`src/rtl/tmr32_seq_pkg.sv`:
```
// Shared types for the EF_TMR32 write sequencer: FSM states, the table entry
// layout and the timer's register map.
package tmr32_seq_pkg;

  typedef enum logic [2:0] {
    ST_IDLE       = 3'd0,
    ST_SETUP      = 3'd1,
    ST_ACCESS     = 3'd2,
    ST_WAIT_IRQ   = 3'd3,
    ST_CLR_SETUP  = 3'd4,
    ST_CLR_ACCESS = 3'd5
  } state_t;

  localparam int ENTRY_W  = 50;
  localparam int OFF_LSB  = 0;
  localparam int OFF_W    = 16;
  localparam int DATA_LSB = 16;
  localparam int DATA_W   = 32;
  localparam int WAIT_BIT = 48;
  localparam int LAST_BIT = 49;

  // Field order mirrors the raw 50-bit layout, MSB first.
  typedef struct packed {
    logic              last;
    logic              wait_irq;
    logic [DATA_W-1:0] data;
    logic [OFF_W-1:0]  offset;
  } entry_t;

  localparam logic [15:0] REG_TMR     = 16'h0000;
  localparam logic [15:0] REG_RELOAD  = 16'h0004;
  localparam logic [15:0] REG_PR      = 16'h0008;
  localparam logic [15:0] REG_CMPX    = 16'h000C;
  localparam logic [15:0] REG_CMPY    = 16'h0010;
  localparam logic [15:0] REG_CTRL    = 16'h0014;
  localparam logic [15:0] REG_CFG     = 16'h0018;
  localparam logic [15:0] REG_PWM0CFG = 16'h001C;
  localparam logic [15:0] REG_PWM1CFG = 16'h0020;
  localparam logic [15:0] REG_PWMDT   = 16'h0024;
  localparam logic [15:0] REG_IM      = 16'h0F00;
  localparam logic [15:0] REG_MIS     = 16'h0F04;
  localparam logic [15:0] REG_RIS     = 16'h0F08;
  localparam logic [15:0] REG_IC      = 16'h0F0C;

  function automatic logic drives_bus(input state_t s);
    return (s == ST_SETUP) || (s == ST_ACCESS) ||
           (s == ST_CLR_SETUP) || (s == ST_CLR_ACCESS);
  endfunction

  function automatic logic enable_phase(input state_t s);
    return (s == ST_ACCESS) || (s == ST_CLR_ACCESS);
  endfunction

endpackage

```
`src/rtl/tmr32_seq_tbl.sv`:
```
// Descriptor table: DEPTH x 50-bit register file, one synchronous write port
// and one asynchronous read port. Contents are deliberately not reset.
module tmr32_seq_tbl
  import tmr32_seq_pkg::*;
#(
  parameter int DEPTH = 16,
  parameter int AW    = $clog2(DEPTH)
) (
  input  logic               clk,
  input  logic               we,
  input  logic [AW-1:0]      waddr,
  input  logic [ENTRY_W-1:0] wdata,
  input  logic [AW-1:0]      raddr,
  output logic [ENTRY_W-1:0] rdata
);

  logic [ENTRY_W-1:0] mem_r [DEPTH];

  // Table write port
  always_ff @(posedge clk) begin
    if (we) begin
      mem_r[waddr] <= wdata;
    end
  end

  assign rdata = mem_r[raddr];

endmodule

```
`src/rtl/tmr32_seq.sv`:
```
// tmr32_seq: APB master that replays a table of EF_TMR32 register writes,
// optionally pausing on the timer interrupt and clearing it through IC.
module tmr32_seq
  import tmr32_seq_pkg::*;
#(
  parameter int          DEPTH     = 16,
  parameter int          AW        = $clog2(DEPTH),
  parameter logic [15:0] IC_OFFSET = REG_IC,
  parameter logic [31:0] IC_CLR    = 32'h0000_0007,
  parameter int          TIMEOUT   = 255
) (
  input  logic               PCLK,
  input  logic               PRESET,
  input  logic               start,
  input  logic               stop,
  input  logic               loop_en,
  input  logic               tbl_we,
  input  logic [AW-1:0]      tbl_addr,
  input  logic [ENTRY_W-1:0] tbl_wdata,
  input  logic               irq,
  output logic               busy,
  output logic               done,
  output logic               err,
  output logic [15:0]        m_PADDR,
  output logic               m_PSEL,
  output logic               m_PENABLE,
  output logic               m_PWRITE,
  output logic [31:0]        m_PWDATA,
  input  logic               m_PREADY,
  input  logic               m_PSLVERR
);

  localparam int TW = $clog2(TIMEOUT + 1);

  state_t             state_r, state_nx_s;
  logic [AW-1:0]      idx_r, idx_nx_s;
  logic [TW-1:0]      cnt_r;
  logic               stop_r, stop_pend_s;
  logic               cur_wait_r, cur_last_r;
  logic               set_err_s, clr_err_s, done_s, advance_s;
  logic               timeout_s, at_end_s, in_access_s, tbl_wr_s;
  logic [ENTRY_W-1:0] rd_raw_s;
  entry_t             rd_entry_s;

  // The table may only change while the sequencer is idle.
  assign tbl_wr_s = tbl_we && (state_r == ST_IDLE);

  tmr32_seq_tbl #(.DEPTH(DEPTH), .AW(AW)) u_tbl (
    .clk   (PCLK),
    .we    (tbl_wr_s),
    .waddr (tbl_addr),
    .wdata (tbl_wdata),
    .raddr (idx_nx_s),
    .rdata (rd_raw_s)
  );

  assign rd_entry_s  = entry_t'(rd_raw_s);
  assign in_access_s = enable_phase(state_r);
  assign timeout_s   = (cnt_r == TW'(TIMEOUT - 1));
  assign at_end_s    = cur_last_r || (idx_r == AW'(DEPTH - 1));
  assign stop_pend_s = stop_r || stop;

  // Next-state logic, including the shared end-of-entry advance decision
  always_comb begin
    state_nx_s = state_r;
    idx_nx_s   = idx_r;
    set_err_s  = 1'b0;
    clr_err_s  = 1'b0;
    done_s     = 1'b0;
    advance_s  = 1'b0;
    case (state_r)
      ST_IDLE: begin
        if (start) begin
          state_nx_s = ST_SETUP;
          idx_nx_s   = {AW{1'b0}};
          clr_err_s  = 1'b1;
        end else begin
          state_nx_s = ST_IDLE;
        end
      end
      ST_SETUP: state_nx_s = ST_ACCESS;
      ST_ACCESS: begin
        if (m_PREADY) begin
          if (m_PSLVERR) begin
            set_err_s  = 1'b1;
            state_nx_s = ST_IDLE;
          end else if (cur_wait_r) begin
            state_nx_s = ST_WAIT_IRQ;
          end else begin
            advance_s = 1'b1;
          end
        end else if (timeout_s) begin
          set_err_s  = 1'b1;
          state_nx_s = ST_IDLE;
        end else begin
          state_nx_s = ST_ACCESS;
        end
      end
      ST_WAIT_IRQ: begin
        if (stop_pend_s) begin
          state_nx_s = ST_IDLE;
        end else if (irq) begin
          state_nx_s = ST_CLR_SETUP;
        end else begin
          state_nx_s = ST_WAIT_IRQ;
        end
      end
      ST_CLR_SETUP: state_nx_s = ST_CLR_ACCESS;
      ST_CLR_ACCESS: begin
        if (m_PREADY) begin
          if (m_PSLVERR) begin
            set_err_s  = 1'b1;
            state_nx_s = ST_IDLE;
          end else begin
            advance_s = 1'b1;
          end
        end else if (timeout_s) begin
          set_err_s  = 1'b1;
          state_nx_s = ST_IDLE;
        end else begin
          state_nx_s = ST_CLR_ACCESS;
        end
      end
      default: state_nx_s = ST_IDLE;
    endcase

    // A pending stop wins over looping and suppresses done.
    if (advance_s) begin
      if (stop_pend_s) begin
        state_nx_s = ST_IDLE;
      end else if (at_end_s) begin
        if (loop_en) begin
          idx_nx_s   = {AW{1'b0}};
          state_nx_s = ST_SETUP;
        end else begin
          done_s     = 1'b1;
          state_nx_s = ST_IDLE;
        end
      end else begin
        idx_nx_s   = idx_r + AW'(1);
        state_nx_s = ST_SETUP;
      end
    end else begin
      done_s = done_s;
    end
  end

  // FSM state, index, timeout counter, stop flag and status outputs
  always_ff @(posedge PCLK) begin
    if (PRESET) begin
      state_r <= ST_IDLE;
      idx_r   <= {AW{1'b0}};
      cnt_r   <= {TW{1'b0}};
      stop_r  <= 1'b0;
      busy    <= 1'b0;
      done    <= 1'b0;
      err     <= 1'b0;
    end else begin
      state_r <= state_nx_s;
      idx_r   <= idx_nx_s;
      if (in_access_s && !m_PREADY) begin
        cnt_r <= cnt_r + TW'(1);
      end else begin
        cnt_r <= {TW{1'b0}};
      end
      if (state_nx_s == ST_IDLE) begin
        stop_r <= 1'b0;
      end else if (stop && (state_r != ST_IDLE)) begin
        stop_r <= 1'b1;
      end else begin
        stop_r <= stop_r;
      end
      busy <= (state_nx_s != ST_IDLE);
      done <= done_s;
      if (clr_err_s) begin
        err <= 1'b0;
      end else if (set_err_s) begin
        err <= 1'b1;
      end else begin
        err <= err;
      end
    end
  end

  // APB output registers, loaded from the state being entered
  always_ff @(posedge PCLK) begin
    if (PRESET) begin
      m_PSEL     <= 1'b0;
      m_PENABLE  <= 1'b0;
      m_PWRITE   <= 1'b0;
      m_PADDR    <= 16'h0000;
      m_PWDATA   <= 32'h0000_0000;
      cur_wait_r <= 1'b0;
      cur_last_r <= 1'b0;
    end else begin
      m_PSEL    <= drives_bus(state_nx_s);
      m_PENABLE <= enable_phase(state_nx_s);
      m_PWRITE  <= drives_bus(state_nx_s);
      if (state_nx_s == ST_SETUP) begin
        m_PADDR    <= rd_entry_s.offset;
        m_PWDATA   <= rd_entry_s.data;
        cur_wait_r <= rd_entry_s.wait_irq;
        cur_last_r <= rd_entry_s.last;
      end else if (state_nx_s == ST_CLR_SETUP) begin
        m_PADDR  <= IC_OFFSET;
        m_PWDATA <= IC_CLR;
      end else begin
        m_PADDR  <= m_PADDR;
        m_PWDATA <= m_PWDATA;
      end
    end
  end

endmodule

```
`config.mk`:
```
export PLATFORM = sky130hd
export DESIGN_NAME = tmr32_seq
export DESIGN_NICKNAME = d
export VERILOG_FILES = /design/src/rtl/tmr32_seq_pkg.sv /design/src/rtl/tmr32_seq_tbl.sv /design/src/rtl/tmr32_seq.sv
export SDC_FILE = /design/constraint.sdc
export NUM_CORES = 1
export LEC_CHECK = 0
export CORE_MARGIN = 3
export CORE_UTILIZATION = 25
export DETAILED_ROUTE_END_ITERATION = 7
export HOLD_SLACK_MARGIN = 0.15
export SLEW_MARGIN = 15
export SYNTH_ARGS = -nofsm -noshare
export SYNTH_HDL_FRONTEND = slang
export SYNTH_HIERARCHICAL = 1
export SYNTH_SLANG_ARGS = --single-unit
```
`constraint.sdc`:
```
create_clock -name PCLK -period 9.7 [get_ports PCLK]
set_input_delay 0.97 -clock PCLK [delete_from_list [all_inputs] [get_ports PCLK]]
set_output_delay 0.97 -clock PCLK [all_outputs]
set_load 0.05 [all_outputs]
```
Yosys cells after proc, flatten, opt, wreduce, memory -nomap -nowiden
Memory sizes are Yosys's and may differ from the RTL's. Cells that the tools add are included.

Flip-flop bits (word level): 71. Bits in writable memories: 800. Word-level logic and storage cells: 91. Memories: 1.

Memories: u_tbl.mem_r (depth 16, bits a word 50, read ports 1, clocked after memory_dff 0, write ports 1, RTL line tmr32_seq_tbl.sv:17) `logic [ENTRY_W-1:0] mem_r [DEPTH];`.

Add/sub/neg operators: 2. Equal/unequal tests: 11. Multiplexer cells: 40. Bitwise gates (word level): 3. Reduce and logical (&&, ||, !) cells: 21.

Operators by type and width (count): $mux W32 (2); $mux W3 (11); $mux W16 (2); $mux W4 (6); $pmux W3 S6 (1); $mux W1 (16); $eq A3 B3 Y1 const B (4); $eq A3 B2 Y1 const B (3); $add A8 B1 Y8 const B (1); $eq A8 B8 Y1 const B (1); $reduce_or A2 Y1 (4); $logic_or A1 B1 Y1 (7); $eq A3 B1 Y1 const B (2); $logic_not A3 Y1 (2); $reduce_bool A3 Y1 (2); $add A4 B1 Y4 const B (1); $eq A4 B4 Y1 const B (1); $reduce_or A4 Y1 (1); $logic_and A1 B1 Y1 (3); $not A1 Y1 (3); $mux W2 (1); $pmux W1 S2 (1); $reduce_bool A2 Y1 (1); $logic_not A1 Y1 (1).

Depth between registers and ports, before layout
Depth in word-level cells: 9. Depth in mapped cells: 15. Mapped depth without buffers: 11.

Cells and area by module
Netlist, hierarchy kept.

By module, submodules not included: tmr32_seq_tbl (times used 1, cells an instance 1244, area each 29908.7 sq um, sequential area each 24023.0 sq um); tmr32_seq (times used 1, cells an instance 357, area each 2920.3 sq um, sequential area each 1421.4 sq um).

Worst setup path after synthesis
OpenSTA, ideal clock, no wires.

Kind: input to register. From: in tbl_we. To: mem u_tbl.mem_r[0][0], enable pin. Setup time: 0.520 ns. Data arrival time: 5.033 ns. Data required time: 9.180 ns. Setup slack: 4.147 ns. Stages on the path: 3. Cell sequence: and2_1 or3b_2 nor3_1.

Longest elaborated chain between the ends: 3.

RTL lines: start, declared (RTL line tmr32_seq.sv:17) `input logic tbl_we,`; $logic_and A1 B1 Y1 (RTL line tmr32_seq.sv:46) `assign tbl_wr_s = tbl_we && (state_r == ST_IDLE);`; $mux W1 (RTL line tmr32_seq_tbl.sv:21) `if (we) begin`; $mux W1 (implied by the code) (RTL line tmr32_seq_tbl.sv:22) `mem_r[waddr] <= wdata;`; end, declared (RTL line tmr32_seq_tbl.sv:17).

No other way between the ends.

==> impl_metrics.py <==
metrics = {
    "outcome": {
        "status": "completed",
    },
    "floorplanning": {
        "core_area_sq_um": 130000,
        "ioPinCount": 117,
        "chipWidth_um": 368,
        "rows": 132,
        "die_h_um": 368,
        "initial_core_util": 0.253,
        "die-area_sq_um": 136000,
    },
    "timing": {
        "tightest_slew_ns": 1.12,
        "finalSetupTns_ns": 0,
        "hold_ws_ns": 0.467,
        "hold_viol_final": 0,
        "max_freq_mhz": 199,
        "setup_viol": 0,
        "period_share": 0.517,
        "setup_slack_ns": 4.68,
        "finalCriticalPeriod_ns": 5.02,
        "relSlewSlack": 0.256,
        "final-max-slew-violation-count": 0,
        "rsz0062_at_grt": "false",
        "fin_worst_skew_ns": 0.0269,
    },
    "detailed_routing": {
        "drtIter0Drc": 1775,
        "drc": 0,
        "final_antenna_net_count": 0,
        "vias": 16558,
        "wl_per_cell_um": 23.5,
        "vias_per_cell": 4.65,
        "drt_pass1_iterations": 5,
        "wirelength_um": 83600,
    },
    "clock_network": {
        "cts_tree": "done",
        "cts_resized": 0,
        "clk_pin_slew_ns": 0.06,
        "worstSkewPairLatency_ns": 0.64,
        "htreeDepth": 3,
        "cts-root-buf": "clkbuf_16",
        "ctsHoldBuffers": 0,
        "clock-sinks": 871,
        "post_cts_buffers": 0,
        "clockBufferDepth": 3,
        "cts_inserted_buffers": 85,
    },
    "place": {
        "post-place-ws_ns": 3.84,
        "portBuffers": 116,
        "place_hpwl_um": 42500,
        "place.gp.congestion": 0.741,
    },
    "power": {
        "power_mw": 7.95,
        "power_density_nw_per_um2": 203,
        "p_leak_nw": 11.7,
        "irDropWorstVdd_mv": 0.127,
    },
    "min_path": {
        "hold_depth": 2,
        "hold_start": "m_PADDR[12]",
        "hold_path.class": "flop to flop",
    },
    "global_routing": {
        "grt_max_degree": 154,
        "antenna_found_initial": 13,
        "grt_pass1_vias": 16867,
        "top_usage_layer": "met2",
        "met2_usage": 0.197,
        "grt_first_pass_wirelength_um": 121000,
        "gr-usage-met3": 0.0250,
        "gr-usage-all-layers": 0.121,
        "use_met1": 0.166,
        "grt_overflow": 0,
    },
    "critical_path": {
        "arrival_ns": 5.52,
        "critPathKind": "flop to flop",
        "start_kind": "flop",
        "setup.worst_path.start": "idx_r[0]",
        "crit_required_ns": 10.20,
        "r2r_setup_slack_ns": 4.68,
        "rr_worst_depth": 11,
        "crit_path_end_kind": "flop",
        "critPathMaxFanout": 153,
        "r2r_start": "idx_r[0]",
    },
    "cells_and_area": {
        "num-fill-cells": 12549,
        "area_growth_syn_to_layout_pct": 19.1,
        "nets": 1807,
        "drive_above_1_share": 0.218,
    },
    "synthesis": {
        "syn_area_per_cell_sq_um": 20.5,
        "synth-main-ff-cell": "edfxtp_1",
        "synth_area_sq_um": 32800,
        "yosys_warnings": 6,
        "synth_cell_type_count": 51,
        "netlist_instances": 1601,
        "ys_async_sr_fraction": 0,
        "synth_seq_area_share": 0.775,
        "synth-edff-count": 800,
        "synth_nets": 1667,
        "synth_seq_cells": 871,
    },
    "flow_run": {
        "maxCapViolCount": 0,
    },
}
logic make-up after synthesis:
family / synth area share
DFF: 0.775
and+or+nand+nor: 0.0354
muxes: 0.138
AOI/OAI and AO/OA: 0.0352
buffers and inverters: 0.0141
xor gates and xnor gates: 0.00160
adders and majority gates: 0.00114
state kept, by name (all words and copies together), names as in the netlist, 3 cells and up:
name	count
m_PADDR	16
cnt_r	8
m_PWDATA	32
state_r	3
u_tbl/mem_r	800
idx_r	4
through the flow:
step                      cells  cell area, sq um   util
after floorplan            1601             32800      -
after global placement     3396             36200  0.278
after detailed placement   3396             36200  0.278
after CTS                  3556             39100  0.301
after global routing       3557             39100  0.301
final                      3561             39100  0.301
final timing paths:
kind                      end
setup / recovery   m_PADDR[1]
hold / removal    m_PADDR[12]
setup reg to reg   m_PADDR[1]
hold reg to reg   m_PADDR[12]
metal layers:
| metal | routed length [um] | part of all wire |
|---|---|---|
| met4 | 1740 | 0.021 |
| met5 | 39 | 0.00047 |
| met1 | 35600 | 0.43 |
| met3 | 5880 | 0.070 |
| met2 | 40300 | 0.48 |
cell usage in the layout (no fill, tap or decap), types with 3 or more instances in the layout:
cell type        Yosys  final
nand2b_1             4      4
buf_4               11     29
a21oi_1             47     47
nor2_1              39     26
nor3_2               0      4
a22oi_1            100    100
mux4_2             200    200
nor2b_1              7      5
diode_2              0      5
nor2_4               0     13
clkinv_2             0     10
nand2_1            106    104
edfxtp_1           800    800
clkbuf_16            0     88
clkinv_4             0      3
nor3_1              26     22
clkinvlp_4           0      6
clkbuf_8             0      9
inv_1                6      6
dfxtp_1             71     71
ha_1                 3      3
clkdlybuf4s50_1      0    115
nand3_1             46     46
clkbuf_1            35     19
clkinv_1             0      9
nand3b_1             4      4
o21ai_1              3      3
xnor2_1              4      4
bufinv_16            0      9
area by class of cell:
type,instances,area [sq um],share of cell area
antenna,5,12.5,0.000320
clock buffer,118,2410,0.0617
clock inverter,42,529,0.0135
inverter,6,22.5,0.000576
multi-input combinational,630,7090,0.181
sequential,871,25400,0.651
tap,1742,2180,0.0557
timing repair buffer,147,1420,0.0363
synthesized netlist by cell type, drive strengths merged, types with 2 or more instances:
master | count | share of area
edfxtp | 800 | 0.73
nand2b | 5 | 0.0012
xor2 | 2 | 0.00053
a22oi | 100 | 0.023
or4 | 2 | 0.00046
nand4b | 2 | 0.00053
inv | 6 | 0.00069
o211ai | 2 | 0.00046
xnor2 | 4 | 0.0011
nor2b | 7 | 0.0013
a31oi | 2 | 0.00038
nor2 | 39 | 0.0045
a21oi | 48 | 0.0074
nand4 | 2 | 0.00038
nor3 | 26 | 0.0040
nand3b | 4 | 0.00091
and2 | 4 | 0.00076
ha | 3 | 0.0011
buf | 58 | 0.0093
dfxtp | 71 | 0.043
or3b | 2 | 0.00053
mux4 | 200 | 0.14
clkbuf | 36 | 0.0042
nor4b | 2 | 0.00091
nand3 | 46 | 0.0070
o21ai | 5 | 0.00076
nand2 | 106 | 0.012
nor4 | 2 | 0.00038
worst max-delay path: stages, from the launching register on:
cell and delay, ns:
dfxtp_1 0.40, ha_1 0.28, a31oi_1 0.18, o221ai_1 0.42, and2_4 0.85, a32o_4 0.79, buf_12 0.67, mux4_2 0.42
a22oi_1 0.26, nand2_1 0.09, nand2_1 0.06, a21oi_1 0.09
report_power, final:
group | internal (mW) | switching (mW) | leakage (nW)
sequential | 4.16 | 0.0306 | 7.80
combinational | 0.110 | 0.245 | 2.45
clock | 2.00 | 1.40 | 1.42
total | 6.27 | 1.68 | 11.7
No activity file was read; power rests on OpenSTA's default activity.
